==> config.mk <==
export PLATFORM = sky130hd
export DESIGN_NAME = gemm_seq
export DESIGN_NICKNAME = d
export VERILOG_FILES = /design/src/rtl/gemm_pkg.sv /design/src/rtl/gemm_step_cnt.sv /design/src/rtl/gemm_seq.sv
export SDC_FILE = /design/constraint.sdc
export NUM_CORES = 1
export LEC_CHECK = 0
export CAP_MARGIN = 15
export CORE_MARGIN = 10
export CORE_UTILIZATION = 31
export CTS_CLUSTER_DIAMETER = 150
export CTS_CLUSTER_SIZE = 10
export DETAILED_ROUTE_END_ITERATION = 6
export SETUP_SLACK_MARGIN = 0.4
export SLEW_MARGIN = 10
export SYNTH_ARGS = -nofsm -noshare
export SYNTH_HDL_FRONTEND = slang
export SYNTH_SLANG_ARGS = --single-unit
==> constraint.sdc <==
create_clock -name i_clk -period 4.6 [get_ports i_clk]
set_input_delay 1.15 -clock i_clk [delete_from_list [all_inputs] [get_ports i_clk]]
set_output_delay 1.15 -clock i_clk [all_outputs]
set_load 0.05 [all_outputs]
==> src/rtl/gemm_pkg.sv <==
// Purpose: shared types and constants for the GEMM tile sequencer.
// Latency: n/a (package only).
// Backpressure: n/a (package only).
// Contents: sequencer state enum, default array/count/flag widths and the
//           skew-length helper used to size the systolic wind-down phase.
package gemm_pkg;

    localparam int ARRAY_DIM_DEF  = 4;
    localparam int K_WIDTH_DEF    = 8;
    localparam int FLAG_WIDTH_DEF = 4;

    typedef enum logic [2:0] {
        ST_IDLE  = 3'd0,
        ST_CLEAR = 3'd1,
        ST_RUN   = 3'd2,
        ST_SKEW  = 3'd3,
        ST_DRAIN = 3'd4,
        ST_DONE  = 3'd5
    } state_t;

    // Cycles needed for the last edge operands to ripple across the
    // diagonal of an ad x ad systolic array once feeding has stopped.
    function automatic int skew_len(input int ad);
        return 2 * (ad - 1);
    endfunction

endpackage

==> src/rtl/gemm_step_cnt.sv <==
// Purpose: loadable up-counter that wraps to zero when it reaches a terminal count.
// Latency: count updates on the clock edge after i_en; o_last is combinational on count/term.
// Backpressure: none; the count simply holds while i_en is low.
// Ports: i_clk/i_rst clock and sync reset; i_load/i_load_val synchronous load;
//        i_en advance; i_term terminal value; o_cnt current count; o_last count==term.
module gemm_step_cnt #(
    parameter int WIDTH = 8
) (
    input  logic             i_clk,
    input  logic             i_rst,
    input  logic             i_load,
    input  logic [WIDTH-1:0] i_load_val,
    input  logic             i_en,
    input  logic [WIDTH-1:0] i_term,
    output logic [WIDTH-1:0] o_cnt,
    output logic             o_last
);

    logic [WIDTH-1:0] cnt_q;

    assign o_last = (cnt_q == i_term);
    assign o_cnt  = cnt_q;

    // Wrapping at terminal count leaves the counter at zero for the next
    // phase, so the sequencer never has to reload between phases.
    always_ff @(posedge i_clk) begin
        if (i_rst) begin
            cnt_q <= '0;
        end else if (i_load) begin
            cnt_q <= i_load_val;
        end else if (i_en) begin
            cnt_q <= o_last ? '0 : cnt_q + WIDTH'(1);
        end
    end

endmodule

==> src/rtl/gemm_seq.sv <==
// Purpose: sequences one GEMM tile on a systolic PE array: clear, feed k steps, skew, drain rows.
// Latency: start to o_done = 1 + k + 2*(ARRAY_DIM-1) + ARRAY_DIM + 1 cycles with no stalls.
// Backpressure: feeder stalls hold RUN (no step counted); i_res_ready low holds the current row.
// Ports: i_clk/i_rst clock and sync active-high reset; i_start/i_cfg_k tile start and step count;
//        i_feed_valid/o_feed_ready feeder handshake; o_feed_zero/o_pe_clr/o_pe_valid PE controls;
//        o_res_valid/i_res_ready/o_res_row result-row readout; o_busy/o_done status;
//        i_pe_flag/o_flag_sticky PE flag accumulation, active only with GEMM_SEQ_FLAG_CHK_EN defined.
module gemm_seq
    import gemm_pkg::*;
#(
    parameter int ARRAY_DIM  = ARRAY_DIM_DEF,
    parameter int K_WIDTH    = K_WIDTH_DEF,
    parameter int FLAG_WIDTH = FLAG_WIDTH_DEF,
    localparam int RW        = (ARRAY_DIM > 1) ? $clog2(ARRAY_DIM) : 1
) (
    input  logic                  i_clk,
    input  logic                  i_rst,
    input  logic                  i_start,
    input  logic [K_WIDTH-1:0]    i_cfg_k,
    input  logic                  i_feed_valid,
    output logic                  o_feed_ready,
    output logic                  o_feed_zero,
    output logic                  o_pe_clr,
    output logic                  o_pe_valid,
    output logic                  o_res_valid,
    input  logic                  i_res_ready,
    output logic [RW-1:0]         o_res_row,
    output logic                  o_busy,
    output logic                  o_done,
    input  logic [FLAG_WIDTH-1:0] i_pe_flag,
    output logic [FLAG_WIDTH-1:0] o_flag_sticky
);

    localparam int SKEW_LEN = skew_len(ARRAY_DIM);
    localparam int SKEW_W   = $clog2(SKEW_LEN + 1);
    localparam int CW_A     = (K_WIDTH > RW) ? K_WIDTH : RW;
    localparam int CW       = (CW_A > SKEW_W) ? CW_A : SKEW_W;
    // Terminal values; SKEW is unreachable for a 1x1 array so its term is moot there.
    localparam logic [CW-1:0] SKEW_TERM  = CW'((SKEW_LEN > 0) ? SKEW_LEN - 1 : 0);
    localparam logic [CW-1:0] DRAIN_TERM = CW'(ARRAY_DIM - 1);
    // A 1x1 array has nothing to skew, so feeding goes straight to readout.
    localparam state_t POST_RUN = (SKEW_LEN > 0) ? ST_SKEW : ST_DRAIN;

    state_t           state_q, state_d;
    logic [K_WIDTH-1:0] k_q;
    logic [CW-1:0]    cnt;
    logic [CW-1:0]    cnt_term;
    logic             cnt_en;
    logic             cnt_last;

    // ---------------- state register ----------------
    always_ff @(posedge i_clk) begin
        if (i_rst) begin
            state_q <= ST_IDLE;
        end else begin
            state_q <= state_d;
        end
    end

    // Step count is captured only when a start is accepted, so the
    // configuration input is free to change for the rest of the tile.
    always_ff @(posedge i_clk) begin
        if (i_rst) begin
            k_q <= '0;
        end else if (state_q == ST_IDLE && i_start) begin
            k_q <= i_cfg_k;
        end
    end

    // ---------------- next-state logic ----------------
    always_comb begin
        state_d = state_q;
        unique case (state_q)
            ST_IDLE:  if (i_start) state_d = ST_CLEAR;
            ST_CLEAR: state_d = (k_q == '0) ? POST_RUN : ST_RUN;
            ST_RUN:   if (i_feed_valid && cnt_last) state_d = POST_RUN;
            ST_SKEW:  if (cnt_last) state_d = ST_DRAIN;
            ST_DRAIN: if (i_res_ready && cnt_last) state_d = ST_DONE;
            ST_DONE:  state_d = ST_IDLE;
            default:  state_d = ST_IDLE;
        endcase
    end

    // ---------------- shared phase counter ----------------
    always_comb begin
        cnt_term = '0;
        cnt_en   = 1'b0;
        unique case (state_q)
            ST_RUN: begin
                cnt_term = CW'(k_q) - CW'(1);
                cnt_en   = i_feed_valid;
            end
            ST_SKEW: begin
                cnt_term = SKEW_TERM;
                cnt_en   = 1'b1;
            end
            ST_DRAIN: begin
                cnt_term = DRAIN_TERM;
                cnt_en   = i_res_ready;
            end
            default: begin
                cnt_term = '0;
                cnt_en   = 1'b0;
            end
        endcase
    end

    gemm_step_cnt #(
        .WIDTH (CW)
    ) u_step_cnt (
        .i_clk      (i_clk),
        .i_rst      (i_rst),
        .i_load     (state_q == ST_CLEAR),
        .i_load_val ('0),
        .i_en       (cnt_en),
        .i_term     (cnt_term),
        .o_cnt      (cnt),
        .o_last     (cnt_last)
    );

    // Only the low bits address a row; the rest matter only for RUN/SKEW.
    logic unused_cnt;
    assign unused_cnt = ^cnt;

    // ---------------- output decode ----------------
    // Everything is decoded from registered state/count; i_feed_valid is
    // the single input allowed to reach an output (o_pe_valid in RUN).
    always_comb begin
        o_feed_ready = 1'b0;
        o_feed_zero  = 1'b0;
        o_pe_clr     = 1'b0;
        o_pe_valid   = 1'b0;
        o_res_valid  = 1'b0;
        o_res_row    = '0;
        o_busy       = (state_q != ST_IDLE);
        o_done       = 1'b0;
        unique case (state_q)
            ST_CLEAR: o_pe_clr = 1'b1;
            ST_RUN: begin
                o_feed_ready = 1'b1;
                o_pe_valid   = i_feed_valid;
            end
            ST_SKEW: begin
                o_pe_valid  = 1'b1;
                o_feed_zero = 1'b1;
            end
            ST_DRAIN: begin
                o_res_valid = 1'b1;
                o_res_row   = cnt[RW-1:0];
            end
            ST_DONE:  o_done = 1'b1;
            default:  ;
        endcase
    end

    // ---------------- PE flag accumulation ----------------
`ifdef GEMM_SEQ_FLAG_CHK_EN
    logic [FLAG_WIDTH-1:0] sticky_q;

    always_ff @(posedge i_clk) begin
        if (i_rst) begin
            sticky_q <= '0;
        end else if (state_q == ST_CLEAR) begin
            sticky_q <= '0;
        end else if (o_pe_valid) begin
            sticky_q <= sticky_q | i_pe_flag;
        end
    end

    assign o_flag_sticky = sticky_q;
`else
    logic unused_pe_flag;
    assign unused_pe_flag = ^i_pe_flag;
    assign o_flag_sticky  = '0;
`endif

endmodule

==> impl_results.html, run 1 <==
<table>
<tr><th>Metric</th><th>Value</th></tr>
<tr><th colspan="2">GRT</th></tr>
<tr><td>First-pass GRT wire length</td><td>5.092 mm</td></tr>
<tr><td>Total GRT Usage</td><td>8.164%</td></tr>
<tr><td>Maximum number of pins on one net before global-route repair</td><td>15</td></tr>
<tr><td>Overall overflow remaining after global route</td><td>0</td></tr>
<tr><td>Vias in the first global route</td><td>1,091</td></tr>
<tr><td>Antenna violations before repair</td><td>0</td></tr>
<tr><th colspan="2">Critical path</th></tr>
<tr><td>Total buffers and inverters traversed by the critical path</td><td>2</td></tr>
<tr><td>Data required time at the worst endpoint</td><td>3.45 ns</td></tr>
<tr><td>Series of cell instances along the critical path</td><td>clkdlybuf4s50_1, o21a_1, clkdlybuf4s50_1</td></tr>
<tr><td>Reg-to-reg endpoint</td><td>state_q[0]</td></tr>
<tr><td>Startpoint type of the worst setup path</td><td>input pin</td></tr>
<tr><td>Reg2Reg Launch Point</td><td>k_q[0]</td></tr>
<tr><td>Most frequent cell on the critical path</td><td>clkdlybuf4s50_1</td></tr>
<tr><td>Reg2reg setup slack</td><td>1.80 ns</td></tr>
<tr><td>Depth of the worst register-to-register path</td><td>10</td></tr>
<tr><td>Highest cell delay on the worst timing path</td><td>0.82 ns</td></tr>
<tr><td>Category of cells accounting for the largest share of critical-path delay</td><td>buffers and inverters</td></tr>
<tr><td>Crit Path Category</td><td>in -&gt; out</td></tr>
<tr><td>Cell count along the critical path</td><td>3</td></tr>
<tr><td>Highest-delay cell along the critical path</td><td>clkdlybuf4s50_1</td></tr>
<tr><td>Type of destination of the critical path</td><td>primary output</td></tr>
<tr><td>Worst-path fanout max</td><td>2</td></tr>
<tr><td>Arrival @ worst endpoint</td><td>2.58 ns</td></tr>
<tr><th colspan="2">Floorplan</th></tr>
<tr><td>Initial core utilization</td><td>32.55%</td></tr>
<tr><td>Overall die width</td><td>85.50 µm</td></tr>
<tr><td>Count of boundary I/O pins</td><td>30</td></tr>
<tr><td>Core outline area</td><td>0.004086 mm²</td></tr>
<tr><td>Die Outline Area</td><td>0.007310 mm²</td></tr>
<tr><td>Chip height</td><td>85.50 µm</td></tr>
<tr><td>Number of standard-cell rows in the floorplan</td><td>23</td></tr>
<tr><th colspan="2">STA</th></tr>
<tr><td>Final cycle utilization of the critical path</td><td>81.17%</td></tr>
<tr><td>Hold violation count in the final report</td><td>0</td></tr>
<tr><td>Shortest period the worst path allows</td><td>3.734 ns</td></tr>
<tr><td>Final sum of negative setup slack</td><td>0 ns</td></tr>
<tr><td>Worst hold slack after final layout</td><td>0.5105 ns</td></tr>
<tr><td>Transition time at the pin with the least slew margin</td><td>0.7030 ns</td></tr>
<tr><td>Final Setup Violations</td><td>0</td></tr>
<tr><td>Count of pins over their slew limit</td><td>0</td></tr>
<tr><td>Worst Skew</td><td>0.001300 ns</td></tr>
<tr><td>Highest clock frequency the design can meet</td><td>267.8 MHz</td></tr>
<tr><td>Setup repair after global routing missed its margin</td><td>no</td></tr>
<tr><td>Worst slew margin relative to its limit</td><td>53.03%</td></tr>
<tr><th colspan="2">Power</th></tr>
<tr><td>Internal power of the cells</td><td>0.3621 mW</td></tr>
<tr><td>Cell area power density</td><td>384.9 mW/mm²</td></tr>
<tr><td>Part of the power in registers</td><td>35.6%</td></tr>
<tr><td>Comb pwr share</td><td>45.5%</td></tr>
<tr><td>Peak ir drop on the vdd network</td><td>0.1292 mV</td></tr>
<tr><td>Static power due to leakage</td><td>0.5953 nW</td></tr>
<tr><td>Switching share of power</td><td>40.43%</td></tr>
<tr><td>Clock network power share</td><td>19.0%</td></tr>
<tr><td>Switching pwr</td><td>0.2457 mW</td></tr>
<tr><th colspan="2">Synth</th></tr>
<tr><td>Largest family of logic cells by synthesized area</td><td>simple AND/OR/NAND/NOR gates</td></tr>
<tr><td>Prevailing post-synth register cell</td><td>dfxtp_1</td></tr>
<tr><td>Share of cell area taken by muxes after synthesis</td><td>1.505%</td></tr>
<tr><td>Post-Synth Adder-Cell Area</td><td>2.822%</td></tr>
<tr><td>Sequential-to-total area share from yosys stat</td><td>28.60%</td></tr>
<tr><td>Cell count after synthesis</td><td>165</td></tr>
<tr><td>Number of enable-type register cells in the synthesized netlist</td><td>0</td></tr>
<tr><td>Post-synthesis cell type with the largest combined area</td><td>dfxtp_1</td></tr>
<tr><td>Top cells by area, synth</td><td>dfxtp_1, nand2_1, a21oi_1</td></tr>
<tr><td>Cell area after synthesis</td><td>0.001330 mm²</td></tr>
<tr><td>Post-synth top area share</td><td>28.60%</td></tr>
<tr><td>Warnings, synthesis</td><td>0</td></tr>
<tr><td>Flip-flop and latch count after synthesis</td><td>19</td></tr>
<tr><td>Area fraction in compound gates after synthesis</td><td>16.93%</td></tr>
<tr><td>Simple-gate share of the synthesized area</td><td>31.51%</td></tr>
<tr><td>Share of synthesized registers carrying an async set or reset</td><td>0%</td></tr>
<tr><td>Unique masters post-synth</td><td>46</td></tr>
<tr><td>Post-synthesis area per instance</td><td>8.061 µm²</td></tr>
<tr><td>Fraction of synthesized cell area in xor and xnor cells</td><td>10.91%</td></tr>
<tr><th colspan="2">Detailed routing</th></tr>
<tr><td>Vias per cell</td><td>4.939</td></tr>
<tr><td>Number of nets with antenna violations after routing</td><td>0</td></tr>
<tr><td>Total wire length</td><td>2.917 mm</td></tr>
<tr><td>Wirelength per Cell</td><td>12.79 µm</td></tr>
<tr><td>Initial DRC count</td><td>48</td></tr>
<tr><td>Vias after detailed routing</td><td>1,126</td></tr>
<tr><td>Length of the first detailed-routing pass in iterations</td><td>4</td></tr>
<tr><td># DRC</td><td>0</td></tr>
<tr><th colspan="2">Layout</th></tr>
<tr><td>Design Area, Final</td><td>0.001579 mm²</td></tr>
<tr><td>Number of fillers in the final layout</td><td>441</td></tr>
<tr><td>Synthesis-to-finish area growth</td><td>18.72%</td></tr>
<tr><td>Total inserted antenna cells</td><td>0</td></tr>
<tr><td>Area taken by flip-flops and latches</td><td>380.4 µm²</td></tr>
<tr><td>Multi-input gate area in the final layout</td><td>862.1 µm²</td></tr>
<tr><td>Ratio of cells with drive above 1 in the final layout</td><td>7.303%</td></tr>
<tr><td>Number of standard cells in the layout, taps in and fillers out</td><td>228</td></tr>
<tr><td>Share of the core filled with cells</td><td>38.64%</td></tr>
<tr><td>Most used cells in the layout excluding fill and tap cells</td><td>nand2_1, clkdlybuf4s50_1, dfxtp_1</td></tr>
<tr><td>Most frequent standard cell in the layout excluding fill and tap cells</td><td>nand2_1</td></tr>
<tr><td>Total number of nets in the final design</td><td>199</td></tr>
<tr><th colspan="2">CTS</th></tr>
<tr><td>TritonCTS clock tree</td><td>yes</td></tr>
<tr><td>Num Clock Sinks</td><td>19</td></tr>
<tr><td>Maximum clock path buffer count</td><td>2</td></tr>
<tr><td>Clock-pin slew on the worst setup and hold paths</td><td>0.07 ns</td></tr>
<tr><td>Post-CTS Hold Buffers</td><td>0</td></tr>
<tr><td>Number of buffers added for setup after CTS</td><td>0</td></tr>
<tr><td>Clock root buffer</td><td>clkbuf_8</td></tr>
<tr><td>Post-CTS Resized</td><td>0</td></tr>
<tr><td>Insertion delay of the later-clocked pin in the worst-skew pair</td><td>0.25 ns</td></tr>
<tr><td>Total clock buffers created by CTS</td><td>3</td></tr>
<tr><td>CTS H-tree lvls</td><td>1</td></tr>
<tr><th colspan="2">Worst hold path</th></tr>
<tr><td>Worst hold path stage count</td><td>2</td></tr>
<tr><td>Hold-critical path endpoint</td><td>k_q[5]</td></tr>
<tr><td>Hold path startpoint</td><td>k_q[5]</td></tr>
<tr><td>Type of the most critical hold path</td><td>reg -&gt; reg</td></tr>
<tr><th colspan="2">Place</th></tr>
<tr><td>Placer congestion estimate</td><td>0.7792</td></tr>
<tr><td>Area after detailed placement</td><td>0.001534 mm²</td></tr>
<tr><td>Inst Count DP</td><td>224</td></tr>
<tr><td>Half-perimeter wire length after placement</td><td>2.257 mm</td></tr>
<tr><td>I/O Buffers</td><td>21</td></tr>
<tr><th colspan="2">Run status</th></tr>
<tr><td>Outcome</td><td>finished, final reports clean</td></tr>
<tr><th colspan="2">Job</th></tr>
<tr><td>Max Cap Violations</td><td>0</td></tr>
</table>
## tightest hold or removal path, cell delays in order (launching register included)
cell and delay (ns):
dfxtp_1 0.34, nand2_1 0.07, a21oi_1 0.05
## cells by family after synthesis
logic type               after synthesis
AND/OR/NAND/NOR                       73
AO/OA/AOI/OAI                         32
buffers and inverters                 20
flip-flops                            19
XOR/XNOR                              15
adder cells (fa/ha/maj)                3
multiplexers                           2
other                                  1
## cells in the mapped netlist, types with 2 or more instances
| cell | n |
|---|---|
| o21ai_0 | 3 |
| and3_1 | 2 |
| nand4b_1 | 2 |
| o211a_1 | 2 |
| o211ai_2 | 2 |
| xor2_1 | 7 |
| nor3b_1 | 2 |
| xnor2_1 | 7 |
| and2_1 | 5 |
| o21a_1 | 3 |
| ha_1 | 3 |
| nor2_1 | 15 |
| nor3_1 | 4 |
| nand4_1 | 6 |
| nand2_1 | 22 |
| buf_4 | 5 |
| inv_1 | 5 |
| dfxtp_1 | 19 |
| mux2i_1 | 2 |
| and3b_1 | 2 |
| clkbuf_1 | 6 |
| buf_2 | 4 |
| a21oi_1 | 14 |
## sequential cells by signal, summed over array words and instances (netlist names)
name / flops
u_step_cnt.o_cnt: 8
state_q: 3
k_q: 8
## power groups by stage
stage / clock, mW / combinational (mW) / sequential, mW
6_report: 0.115 / 0.276 / 0.216
5_1_grt: 0.127 / 0.305 / 0.221
4_1_cts: 0.122 / 0.280 / 0.216
3_5_place_dp: 0 / 0.279 / 0.220
3_3_place_gp: 0 / 0.278 / 0.220
2_1_floorplan: 0 / 0.244 / 0.194
## routing by layer
layer / global-route usage, % / part of all wire (%) / wire (µm)
met1: 10.08 / 48 / 1406
met2: 12.94 / 46 / 1331
met3: 1.892 / 4.7 / 137
met4: 4.042 / 1.5 / 43
met5: 0 / 0 / 0
## cell type report
type	count	area share (%)
multi-input combinational	129	54.60
sequential	19	24.09
timing repair buffer	21	13.31
tap	50	3.962
clock buffer	4	2.853
inverter	5	1.189
## through the flow
stage                     setup WS, ns  power (mW)
final                           0.8664      0.6078
after global routing            0.8109      0.6535
after CTS                       0.8573      0.6174
after detailed placement        0.8663      0.4988
after global placement          0.8582      0.4972
after floorplan                 0.9866      0.4373
## worst max path at each step
stage	to	start	slack (ns)
after floorplan	o_res_row[0]	state_q[2]	0.99
after global routing	o_pe_valid	i_feed_valid	0.81
final	o_pe_valid	i_feed_valid	0.87
after detailed placement	o_pe_valid	i_feed_valid	0.87
after CTS	o_pe_valid	i_feed_valid	0.86
after global placement	o_pe_valid	i_feed_valid	0.86
Note: power is estimated with default switching activity, not from simulation.
==> run 2: changes to the inputs <==
- clock period: 4.6 -> 3.59 ns (I/O delays scaled with it)
==> impl_results.html, run 2 (synthesis results as in run 1) <==
<table>
<tr><th>Metric</th><th>Value</th></tr>
<tr><th colspan="2">Critical path</th></tr>
<tr><td>Reg2reg setup slack</td><td>0.87 ns</td></tr>
<tr><td>Type of destination of the critical path</td><td>primary output</td></tr>
<tr><td>Data required time at the worst endpoint</td><td>2.69 ns</td></tr>
<tr><td>Crit Path Category</td><td>reg -&gt; out</td></tr>
<tr><td>Reg-to-reg endpoint</td><td>state_q[0]</td></tr>
<tr><td>Reg2Reg Launch Point</td><td>k_q[0]</td></tr>
<tr><td>Destination of the critical timing path</td><td>o_feed_ready</td></tr>
<tr><td>Depth of the worst register-to-register path</td><td>10</td></tr>
<tr><td>Arrival @ worst endpoint</td><td>2.22 ns</td></tr>
<tr><td>Startpoint type of the worst setup path</td><td>register</td></tr>
<tr><td>Launching element of the worst setup path</td><td>state_q[1]</td></tr>
<tr><td>Worst-path fanout max</td><td>11</td></tr>
<tr><th colspan="2">Power</th></tr>
<tr><td>Power after layout</td><td>0.7901 mW</td></tr>
<tr><td>Peak ir drop on the vdd network</td><td>0.1725 mV</td></tr>
<tr><td>Static power due to leakage</td><td>0.6021 nW</td></tr>
<tr><td>Cell area power density</td><td>497.2 mW/mm²</td></tr>
<tr><th colspan="2">Floorplan</th></tr>
<tr><td>Die Outline Area</td><td>0.007310 mm²</td></tr>
<tr><td>Number of standard-cell rows in the floorplan</td><td>23</td></tr>
<tr><td>Initial core utilization</td><td>32.55%</td></tr>
<tr><td>Count of boundary I/O pins</td><td>30</td></tr>
<tr><td>Chip height</td><td>85.50 µm</td></tr>
<tr><td>Overall die width</td><td>85.50 µm</td></tr>
<tr><td>Core outline area</td><td>0.004086 mm²</td></tr>
<tr><th colspan="2">CTS</th></tr>
<tr><td>Maximum clock path buffer count</td><td>2</td></tr>
<tr><td>Clock root buffer</td><td>clkbuf_8</td></tr>
<tr><td>Number of buffers added for setup after CTS</td><td>0</td></tr>
<tr><td>Clock-pin slew on the worst setup and hold paths</td><td>0.08 ns</td></tr>
<tr><td>Total clock buffers created by CTS</td><td>3</td></tr>
<tr><td>Num Clock Sinks</td><td>19</td></tr>
<tr><td>TritonCTS clock tree</td><td>yes</td></tr>
<tr><td>Insertion delay of the later-clocked pin in the worst-skew pair</td><td>0.26 ns</td></tr>
<tr><td>CTS H-tree lvls</td><td>1</td></tr>
<tr><th colspan="2">Detailed routing</th></tr>
<tr><td>Length of the first detailed-routing pass in iterations</td><td>4</td></tr>
<tr><td>Total wire length</td><td>3.032 mm</td></tr>
<tr><td>Vias per cell</td><td>5.118</td></tr>
<tr><td># DRC</td><td>0</td></tr>
<tr><td>Number of nets with antenna violations after routing</td><td>0</td></tr>
<tr><td>Met2 routed WL</td><td>1.389 mm</td></tr>
<tr><td>Routed met3 length</td><td>164 µm</td></tr>
<tr><td>Metal-1 WL</td><td>1.392 mm</td></tr>
<tr><td>Vias after detailed routing</td><td>1,167</td></tr>
<tr><td>Initial DRC count</td><td>70</td></tr>
<tr><td>Wirelength per Cell</td><td>13.30 µm</td></tr>
<tr><td>Top sig layer</td><td>met4</td></tr>
<tr><th colspan="2">STA</th></tr>
<tr><td>Final Setup Violations</td><td>0</td></tr>
<tr><td>Highest clock frequency the design can meet</td><td>321.2 MHz</td></tr>
<tr><td>Hold violation count in the final report</td><td>0</td></tr>
<tr><td>Transition time at the pin with the least slew margin</td><td>0.5167 ns</td></tr>
<tr><td>Setup repair after global routing missed its margin</td><td>yes</td></tr>
<tr><td>Worst slew margin relative to its limit</td><td>65.44%</td></tr>
<tr><td>Shortest period the worst path allows</td><td>3.114 ns</td></tr>
<tr><td>Worst Skew</td><td>0.006736 ns</td></tr>
<tr><td>Final worst-path setup slack</td><td>0.4764 ns</td></tr>
<tr><td>Final cycle utilization of the critical path</td><td>86.73%</td></tr>
<tr><td>Final sum of negative setup slack</td><td>0 ns</td></tr>
<tr><td>Count of pins over their slew limit</td><td>0</td></tr>
<tr><th colspan="2">GRT</th></tr>
<tr><td>Maximum number of pins on one net before global-route repair</td><td>15</td></tr>
<tr><td>Overall overflow remaining after global route</td><td>0</td></tr>
<tr><td>First-pass GRT wire length</td><td>5.223 mm</td></tr>
<tr><td>Vias in the first global route</td><td>1,141</td></tr>
<tr><td>Total GRT Usage</td><td>8.293%</td></tr>
<tr><td>Antenna violations before repair</td><td>0</td></tr>
<tr><th colspan="2">Place</th></tr>
<tr><td>Half-perimeter wire length after placement</td><td>2.276 mm</td></tr>
<tr><td>Inst Count DP</td><td>224</td></tr>
<tr><td>Placer congestion estimate</td><td>0.7920</td></tr>
<tr><td>Area after detailed placement</td><td>0.001536 mm²</td></tr>
<tr><td>Pre-CTS setup slack</td><td>0.7434 ns</td></tr>
<tr><td>I/O Buffers</td><td>21</td></tr>
<tr><th colspan="2">Layout</th></tr>
<tr><td>Ratio of cells with drive above 1 in the final layout</td><td>8.989%</td></tr>
<tr><td>Most used cells in the layout excluding fill and tap cells</td><td>nand2_1, clkdlybuf4s50_1, dfxtp_1</td></tr>
<tr><td>Total number of nets in the final design</td><td>199</td></tr>
<tr><td>Most frequent standard cell in the layout excluding fill and tap cells</td><td>nand2_1</td></tr>
<tr><td>Design Area, Final</td><td>0.001589 mm²</td></tr>
<tr><td>Total inserted antenna cells</td><td>0</td></tr>
<tr><td>Number of standard cells in the layout, taps in and fillers out</td><td>228</td></tr>
<tr><td>Synthesis-to-finish area growth</td><td>19.47%</td></tr>
<tr><th colspan="2">Run status</th></tr>
<tr><td>Outcome</td><td>finished, final reports clean</td></tr>
<tr><th colspan="2">Job</th></tr>
<tr><td>Max Cap Violations</td><td>0</td></tr>
<tr><th colspan="2">Worst hold path</th></tr>
<tr><td>Type of the most critical hold path</td><td>reg -&gt; reg</td></tr>
</table>
[run 2: changes by cell type in the layout (fill, tap and decap cells not counted)]
| cell | change |
|---|---|
| buf_4 | +1 |
| clkbuf_1 | -1 |
| clkdlybuf4s50_1 | -1 |
| clkinv_2 | +1 |
| nor3b_1 | -1 |
| nor3b_4 | +1 |
[run 2: how the worst min path moves through the flow]
stage | depth (start not counted) | end | from | slack (ns)
final | 2 | k_q[5] | k_q[5] | 0.50
after global routing | 2 | k_q[5] | k_q[5] | 0.54
after CTS | 2 | k_q[5] | k_q[5] | 0.51
after detailed placement | 2 | k_q[5] | k_q[5] | 0.50
after global placement | 2 | k_q[5] | k_q[5] | 0.49
after floorplan | 2 | k_q[5] | k_q[5] | 0.47
[run 2: layer usage]
layer / vias to the layer above / track usage [%]
met5: - / 0
met4: 0 / 4.940
met3: 9 / 2.176
met2: 24 / 13.49
met1: 539 / 9.519
li1: 595 / -
[run 2: worst max-delay path, stage by stage (launching register included)]
cell             delay (ns)
dfxtp_1                0.55
nor3b_4                0.50
clkdlybuf4s50_1        0.90
[run 2: area by class of cell]
type                            instances  area (µm²)
Clock buffer                            3       41.29
Clock inverter                          1       5.005
Fill cell                             428        2497
Inverter                                5       18.77
Multi-Input combinational cell        129       873.3
Sequential cell                        19       380.4
Tap cell                               50       62.56
Timing Repair Buffer                   21       207.7
[run 2: what timing repair did]
action,4_1_cts,5_1_grt
endpoints found under the hold margin,0,0
gates resized for setup,0,1
setup endpoints to repair,0,2
hold buffers,0,0
[run 2: power breakdown]
group / leakage (nW) / internal (mW) / switching [mW]
sequential: 0.155 / 0.230 / 0.0493
clock: 0.0255 / 0.0774 / 0.0759
combinational: 0.422 / 0.155 / 0.202
total: 0.602 / 0.463 / 0.327
[run 2: through the flow]
| stage | utilization, % | hold slack [ns] |
|---|---|---|
| 2_1_floorplan | - | 0.4673 |
| 5_1_grt | 38.89 | 0.5442 |
| 3_3_place_gp | 37.60 | 0.4937 |
| 6_report | 38.89 | 0.4988 |
| 3_5_place_dp | 37.60 | 0.4966 |
| 4_1_cts | 38.73 | 0.5066 |
